## config.mk

```make
export PLATFORM = sky130hd
export DESIGN_NAME = mem_port_arbiter
export DESIGN_NICKNAME = d
export VERILOG_FILES = /design/src/rtl/mem_port_arbiter_pkg.sv /design/src/rtl/mem_port_arbiter_rr_pick.sv /design/src/rtl/mem_port_arbiter.sv
export SDC_FILE = /design/constraint.sdc
export NUM_CORES = 1
export LEC_CHECK = 0
export CAP_MARGIN = 25
export CELL_PAD_IN_SITES_DETAIL_PLACEMENT = 0
export CELL_PAD_IN_SITES_GLOBAL_PLACEMENT = 1
export CORE_MARGIN = 2
export CORE_UTILIZATION = 20
export DETAILED_ROUTE_END_ITERATION = 12
export GPL_ROUTABILITY_DRIVEN = 0
export GPL_TIMING_DRIVEN = 0
export PLACE_DENSITY = 0.95
export SLEW_MARGIN = 20
export SYNTH_ARGS = -nofsm -noshare
export SYNTH_HDL_FRONTEND = slang
export SYNTH_HIERARCHICAL = 1
export SYNTH_SLANG_ARGS = --single-unit
```

## constraint.sdc

```tcl
create_clock -name clk -period 8 [get_ports clk]
set_input_delay 1.6 -clock clk [delete_from_list [all_inputs] [get_ports clk]]
set_output_delay 1.6 -clock clk [all_outputs]
set_load 0.05 [all_outputs]
```

## src/rtl/mem_port_arbiter_pkg.sv

```systemverilog
// mem_port_arbiter_pkg: shared defaults for the data RAM port arbiter
package mem_port_arbiter_pkg;
  localparam int DEF_CORES      = 4;
  localparam int DEF_LOG_CORES  = 2;
  localparam int DEF_ADDR_WIDTH = 5;
  localparam int DEF_DATA_WIDTH = 16;
  localparam int DEF_DBG_MAX    = 3;
  localparam int STREAK_W       = 4;
  typedef logic [STREAK_W-1:0] streak_t;
endpackage

```

## src/rtl/mem_port_arbiter_rr_pick.sv

```systemverilog
// mem_port_arbiter_rr_pick: combinational round-robin one-hot picker
module mem_port_arbiter_rr_pick
  import mem_port_arbiter_pkg::*;
#(
  parameter int CORES     = DEF_CORES,
  parameter int LOG_CORES = DEF_LOG_CORES
) (
  input  logic [CORES-1:0]     req_i,
  input  logic [LOG_CORES-1:0] ptr_i,
  output logic [CORES-1:0]     gnt_o,
  output logic [LOG_CORES-1:0] idx_o,
  output logic                 any_o
);
  localparam logic [CORES-1:0] ONE = CORES'(1);
  logic [CORES-1:0]   mask;
  logic [2*CORES-1:0] dbl, first;
  // lower half keeps only requests at or above ptr, upper half wraps around
  always_comb begin
    mask  = ~((ONE << ptr_i) - ONE);
    dbl   = {req_i, req_i & mask};
    first = dbl & (-dbl);
    gnt_o = first[CORES-1:0] | first[2*CORES-1:CORES];
    idx_o = '0;
    for (int i = 0; i < CORES; i++) if (gnt_o[i]) idx_o = LOG_CORES'(i);
    any_o = |req_i;
  end
endmodule

```

## src/rtl/mem_port_arbiter.sv

```systemverilog
// mem_port_arbiter: shares one single-port data RAM between the cores and a debug requester
module mem_port_arbiter
  import mem_port_arbiter_pkg::*;
#(
  parameter int CORES      = DEF_CORES,
  parameter int LOG_CORES  = DEF_LOG_CORES,
  parameter int ADDR_WIDTH = DEF_ADDR_WIDTH,
  parameter int DATA_WIDTH = DEF_DATA_WIDTH,
  parameter int DBG_MAX    = DEF_DBG_MAX
) (
  input  logic                        clk,
  input  logic                        rst_n,
  input  logic [CORES-1:0]            core_req_i,
  input  logic [CORES-1:0]            core_we_i,
  input  logic [CORES*ADDR_WIDTH-1:0] core_addr_i,
  input  logic [CORES*DATA_WIDTH-1:0] core_wdata_i,
  output logic [CORES-1:0]            core_gnt_o,
  output logic [CORES-1:0]            core_rvalid_o,
  input  logic                        dbg_req_i,
  input  logic                        dbg_we_i,
  input  logic [ADDR_WIDTH-1:0]       dbg_addr_i,
  input  logic [DATA_WIDTH-1:0]       dbg_wdata_i,
  output logic                        dbg_gnt_o,
  output logic                        dbg_rvalid_o,
  output logic [DATA_WIDTH-1:0]       rdata_o,
  output logic                        mem_en_o,
  output logic                        mem_we_o,
  output logic [ADDR_WIDTH-1:0]       mem_addr_o,
  output logic [DATA_WIDTH-1:0]       mem_wdata_o,
  input  logic [DATA_WIDTH-1:0]       mem_rdata_i
);
  logic [LOG_CORES-1:0] rr_ptr_q, rr_ptr_d, pick_idx;
  streak_t              dbg_streak_q, dbg_streak_d;
  logic [CORES-1:0]     core_rvalid_q, core_rvalid_d, pick_gnt;
  logic                 dbg_rvalid_q, dbg_rvalid_d, pick_any, core_win;
  mem_port_arbiter_rr_pick #(.CORES(CORES), .LOG_CORES(LOG_CORES)) u_pick (
    .req_i(core_req_i),
    .ptr_i(rr_ptr_q),
    .gnt_o(pick_gnt),
    .idx_o(pick_idx),
    .any_o(pick_any)
  );
  // debug wins unless it has used up its streak while a core is waiting
  always_comb begin
    dbg_gnt_o     = dbg_req_i && !(dbg_streak_q == streak_t'(DBG_MAX) && pick_any);
    core_win      = !dbg_gnt_o && pick_any;
    core_gnt_o    = core_win ? pick_gnt : '0;
    mem_en_o      = dbg_gnt_o || core_win;
    mem_we_o      = dbg_gnt_o ? dbg_we_i : core_win && core_we_i[pick_idx];
    mem_addr_o    = dbg_gnt_o ? dbg_addr_i : core_win ? core_addr_i[pick_idx*ADDR_WIDTH +: ADDR_WIDTH] : '0;
    mem_wdata_o   = dbg_gnt_o ? dbg_wdata_i : core_win ? core_wdata_i[pick_idx*DATA_WIDTH +: DATA_WIDTH] : '0;
    rr_ptr_d      = core_win ? pick_idx + LOG_CORES'(1) : rr_ptr_q;
    dbg_streak_d  = !dbg_gnt_o ? '0 :
                    (pick_any && dbg_streak_q != streak_t'(DBG_MAX)) ? dbg_streak_q + streak_t'(1) : dbg_streak_q;
    core_rvalid_d = core_gnt_o & ~core_we_i;
    dbg_rvalid_d  = dbg_gnt_o && !dbg_we_i;
  end
  always_ff @(posedge clk or negedge rst_n) begin
    if (!rst_n) begin
      rr_ptr_q      <= '0;
      dbg_streak_q  <= '0;
      core_rvalid_q <= '0;
      dbg_rvalid_q  <= 1'b0;
    end else begin
      rr_ptr_q      <= rr_ptr_d;
      dbg_streak_q  <= dbg_streak_d;
      core_rvalid_q <= core_rvalid_d;
      dbg_rvalid_q  <= dbg_rvalid_d;
    end
  end
  assign core_rvalid_o = core_rvalid_q;
  assign dbg_rvalid_o  = dbg_rvalid_q;
  assign rdata_o       = mem_rdata_i;
endmodule

```

---- After elaboration in Yosys (flattened, before gate mapping) ----
Index checks and enable logic that the tools add are counted.
storage, ports and cells
  word-level logic and storage cells ...... 46
  flip-flop bits (word level) ............. 11
cells by class
  multipliers ............................. 1
  multiplexer cells ....................... 13
  magnitude comparators ................... 1
  bitwise logic cells ..................... 6
  eq/ne operators ......................... 3
  reductions and logical operators ........ 11
  add/subtract/negate cells ............... 4
  shift-type cells ........................ 3
operators by type and width
  operator                                             number
  variable part select 64 x 7 -> 16 bit                1
  2-to-1 mux 16 bit                                    2
  variable part select 20 x 6 -> 5 bit                 1
  2-to-1 mux 4 bit                                     3
  2-to-1 mux 5 bit                                     2
  bitwise AND 4 bit                                    2
  bitwise AND 8 bit                                    1
  negation 8 bit                                       1
  NOT 4 bit                                            2
  logical AND 1 bit                                    6
  multiplier 2 x 3 -> 5 bit, second input constant     1
  adder 4 x 1 -> 4 bit, second input constant          1
  equality test 4 x 2 -> 1 bit, second input constant  1
  2-to-1 mux 2 bit                                     2
  != test 4 x 2 -> 1 bit, second input constant        1
  OR 4 bit                                             1
  OR reduction 4 bit                                   1
  left shift 1 x 2 -> 4 bit, first input constant      1
  subtractor 4 x 1 -> 4 bit, second input constant     1
  zero test 1 bit                                      3
  < comparator 2 x 3 -> 1 bit, second input constant   1
  2-to-1 mux 1 bit                                     3
  adder 2 x 1 -> 2 bit, second input constant          1
  binary-select mux 1 bit (select 2 bit)               1
  2 further kinds                                      2

---- Depth between registers and ports, before layout ----
  depth after elaboration ................. 14
  depth in mapped cells ................... 8
  depth with buffers taken out ............ 6

---- By module ----
Netlist, hierarchy kept.
by module, submodules not included
  module                    cells an instance  area an instance (um^2)  instances  sequential area each (um^2)
  mem_port_arbiter          117                1,393.8                  1          275.3
  mem_port_arbiter_rr_pick  34                 226.5                    1          0.0

---- Worst setup path after synthesis ----
No wires, ideal clock.
  kind .................................... input to output
  start ................................... input core_req_i[2]
  end ..................................... output mem_addr_o[1]
  data arrival time ....................... 3.435 ns
  stages .................................. 8
  buffers on the path ..................... 3
  setup slack ............................. 2.965 ns
  path through ............................ buf_4 > mux2i_1 > o32ai_1 > nor2_1 > buf_2 > buf_2 > mux4_2 > a22o_1
on the way
  word-level cells in the longest chain between the ends .. 11
ends and longest elaborated chain
  item                                    RTL line                        source
  start: declaration                      mem_port_arbiter.sv:13          input logic [CORES-1:0] core_req_i,
  bitwise AND 4 bit                       mem_port_arbiter_rr_pick.sv:20  dbl = {req_i, req_i & mask};
  negation 8 bit                          mem_port_arbiter_rr_pick.sv:21  first = dbl & (-dbl);
  bitwise AND 8 bit *                     mem_port_arbiter_rr_pick.sv:21
  OR 4 bit *                              mem_port_arbiter_rr_pick.sv:22  gnt_o = first[CORES-1:0] | first[2*CORES-1:CORES];
  2-to-1 mux 1 bit                        mem_port_arbiter_rr_pick.sv:24  for (int i = 0; i < CORES; i++) if (gnt_o[i]) idx_o = LOG_CORES'(i);
  2-to-1 mux 2 bit                        mem_port_arbiter_rr_pick.sv:24
  2-to-1 mux 2 bit *                      mem_port_arbiter_rr_pick.sv:24
  via pick_idx[0]                         mem_port_arbiter.sv:32          logic [LOG_CORES-1:0] rr_ptr_q, rr_ptr_d, pick_idx;
  multiplier 2 x 3 -> 5 bit *             mem_port_arbiter.sv:50          mem_addr_o = dbg_gnt_o ? dbg_addr_i : core_win ? core_addr_i[pick_idx*ADDR_WIDTH +: ADDR_WIDTH] : '0;
  variable part select 20 x 6 -> 5 bit *  mem_port_arbiter.sv:50
  2-to-1 mux 5 bit * (2 in a row)         mem_port_arbiter.sv:50
  end: declaration                        mem_port_arbiter.sv:28          output logic [ADDR_WIDTH-1:0] mem_addr_o,
Mark *: on every way through the listed nets, which the timed path passes. The rest lies on a longest branch.

---- Worst setup path after layout ----
  start ................................... input core_req_i[0]
  end ..................................... output mem_wdata_o[5]
on the way
  word-level cells in the longest chain between the ends .. 10
ends and longest elaborated chain
  item                                     RTL line                        source
  bitwise AND 4 bit                        mem_port_arbiter_rr_pick.sv:20
  negation 8 bit *                         mem_port_arbiter_rr_pick.sv:21
  bitwise AND 8 bit *                      mem_port_arbiter_rr_pick.sv:21
  OR 4 bit *                               mem_port_arbiter_rr_pick.sv:22
  2-to-1 mux 1 bit                         mem_port_arbiter_rr_pick.sv:24
  2-to-1 mux 2 bit                         mem_port_arbiter_rr_pick.sv:24
  2-to-1 mux 2 bit *                       mem_port_arbiter_rr_pick.sv:24
  via pick_idx[0]                          mem_port_arbiter.sv:32
  variable part select 64 x 7 -> 16 bit *  mem_port_arbiter.sv:51          mem_wdata_o = dbg_gnt_o ? dbg_wdata_i : core_win ? core_wdata_i[pick_idx*DATA_WIDTH +: DATA_WIDTH] : '0;
  2-to-1 mux 16 bit * (2 in a row)         mem_port_arbiter.sv:51
  end: declaration                         mem_port_arbiter.sv:29          output logic [DATA_WIDTH-1:0] mem_wdata_o,
Marked as above.

==> reports/qor.csv <==
metric,value,unit
status,"finished, final reports clean",
final_util,43.7,%
synth_edf_count,0,
io_pins,182,
port_buffers,162,
routed_wl,7.57,mm
drive_gt1_share,19.9,%
synth_ff_type,dfrtp_1,
wl_met2,4.13,mm
path_class,input port to primary output,
diodes,0,
drtPass1Iterations,4,
viasPerCell,4.67,
syn_inst,151,
area_growth,111,%
synth.top_cell.area_share,30.6,%
finClkSkew,0.00244,ns
numCtsBuffers,3,
synth_top_area_cell,mux4_2,
ant_nets,0,
final_nets,452,
antenna_found_initial,0,
grt_max_degree,12,
fill_cells,743,
track_usage,16.5,%
cts-htree-levels,1,
m1WireLength,2.75,mm
maxSlewViolCount,0,
grt-ovfl-total,0,
synth_common_cells,"22 x a22o_1, 22 x mux4_2, 19 x buf_4, 11 x dfrtp_1",
highest_layer,met4,
fin_setup_tns,0,ns
syn_area,0.00162,sq mm
clk_latency,0.24,ns
period_share,78.1,%
avgSynthCellArea,10.7,sq um
synth_area_leaders,"mux4_2 31%, dfrtp_1 17%, a22o_1 12%",
cp.arrival,4.65,ns
setup_viol,0,
clk_pin_slew,0.05,ns
yosys_warnings,6,
grt_pass1_wl,10.9,mm
p_leak,1.36,nW
endpoint_kind,primary output,
cts_hold_buf,0,
wl_met3,619,microns
cts_sinks,11,
ir_drop,0.0883,mV
grt_pass1_vias,2044,
cts-root-buf,clkbuf_8,
whs,0.533,ns
p_per_area,196,mW/mm^2
synthDistinctLibCells,40,
clock.fmax,160,MHz
start_util,20.8,%
tightest_slew,0.624,ns
cts_resized,0,
coreArea,0.00781,sq mm
drt-initial-drc-count,70,
synth_nets,285,
max-cap-violations,0,
fin_crit,6.25,ns
route.vias.total,1956,
synthArstFlopShare,100,%
remaining_drc_errors,0,
ys_seq_elements,11,
die_area,0.00884,sq mm
die_w,94.0,microns
finalHoldViolations,0,
worstPathMaxFanout,10,
die_h,94.0,microns
cts_max_path_buffers,2,
cts_tree,built,
relSlewSlack,58.4,%
worstPathRequired,6.40,ns
routedWlPerCell,18.1,microns
rows,32,
dpl.hpwl,6.62,mm
post-cts-setup-buffers,0,
seq_area_frac_synth,17.0,%
rsz0062_at_grt,no,
holdCritPathClass,flip-flop to flip-flop,
startpoint_type,input port,
==> metal layers <==
layer	GRT usage (%)	vias up
met1	20.5	928
li1	-	911
met2	29.2	108
met3	3.77	9
met4	3.02	0
met5	0	-
==> cells in the final DEF (no fill, tap or decap), types with 3 or more instances in the layout <==
cell type        synthesis  routed
a21oi_1                  6       6
a22o_1                  22      22
and2_1                   5       5
and3b_1                  4       4
buf_2                    6       6
buf_4                   19      19
buf_6                    4       4
clkbuf_1                 2       3
clkbuf_8                 0       3
clkdlybuf4s50_1          0     162
dfrtp_1                 11      11
inv_1                    5       5
mux4_2                  22      22
nand2_1                  4       4
nor2_1                   5       5
o21a_1                   3       3
o21ai_0                  3       3
==> critical path, stage by stage <==
cell and delay (ns):
clkdlybuf4s50_1 0.55, mux2i_1 0.19, o32ai_1 0.10, nor2_1 0.10
buf_2 0.23, buf_2 0.36, mux4_2 0.56, a22o_1 0.23
clkdlybuf4s50_1 0.71
==> sequential cells by signal, indices dropped and copies added, names as in the netlist <==
register	cells
dbg_streak_q	4
rr_ptr_q	2
dbg_rvalid_o	1
core_rvalid_o	4
==> final cells by class <==
type	count	area, sq um	area share (%)
plain buffers	31	225	6.60
clock buffers	4	45.0	1.32
inverters	7	26.3	0.770
multi-input cells	102	1090	32.0
flip-flops and latches	11	275	8.06
well taps	102	128	3.74
repair buffers	162	1620	47.5
==> where the power goes <==
group	switching (mW)	leakage (nW)	internal (mW)	total [mW]
combinational	0.285	1.19	0.257	0.543
sequential	0.00627	0.145	0.0646	0.0709
clock	0.0199	0.0228	0.0349	0.0548
total	0.312	1.36	0.357	0.669
==> logic make-up (layout without fill, tap and decap cells) <==
kind of cell	after synthesis	after routing	synth area share [%]
AOI/OAI and AO/OA	45	45	22.6
buffers and inverters	38	204	15.5
and+or+nand+nor	30	30	11.0
muxes	25	25	32.5
DFF	11	11	17.0
adders and majority gates	1	1	0.772
xor gates and xnor gates	1	1	0.541
==> through the flow <==
step | power, mW | setup slack [ns] | instances | instance area (sq um)
after floorplan | 0.440 | 2.96 | 151 | 1620
after global placement | 0.612 | 1.74 | 415 | 3370
after detailed placement | 0.620 | 1.72 | 415 | 3370
after CTS | 0.677 | 1.72 | 419 | 3410
after global routing | 0.711 | 1.54 | 419 | 3410
final | 0.669 | 1.75 | 419 | 3410
==> path summary, 6_finish.rpt <==
| path | end | from | slack [ns] | depth (start not counted) |
|---|---|---|---|---|
| worst max-delay path | mem_wdata_o[5] | core_req_i[0] | 1.75 | 9 |
| worst min-delay path | rr_ptr_q[1]$_DFFE_PN0N_ | rr_ptr_q[1]$_DFFE_PN0N_ | 0.53 | 1 |
| worst max register to register | rr_ptr_q[1]$_DFFE_PN0N_ | rr_ptr_q[1]$_DFFE_PN0N_ | 5.63 | 7 |
| worst min register to register | rr_ptr_q[1]$_DFFE_PN0N_ | rr_ptr_q[1]$_DFFE_PN0N_ | 0.53 | 1 |
| max in group asynchronous | core_rvalid_o[3]$_DFF_PN0_ | rst_n | 5.96 | 1 |
| min in group asynchronous | rr_ptr_q[0]$_DFFE_PN0N_ | rst_n | 1.70 | 1 |
No activity file was read; power rests on OpenSTA's default activity.
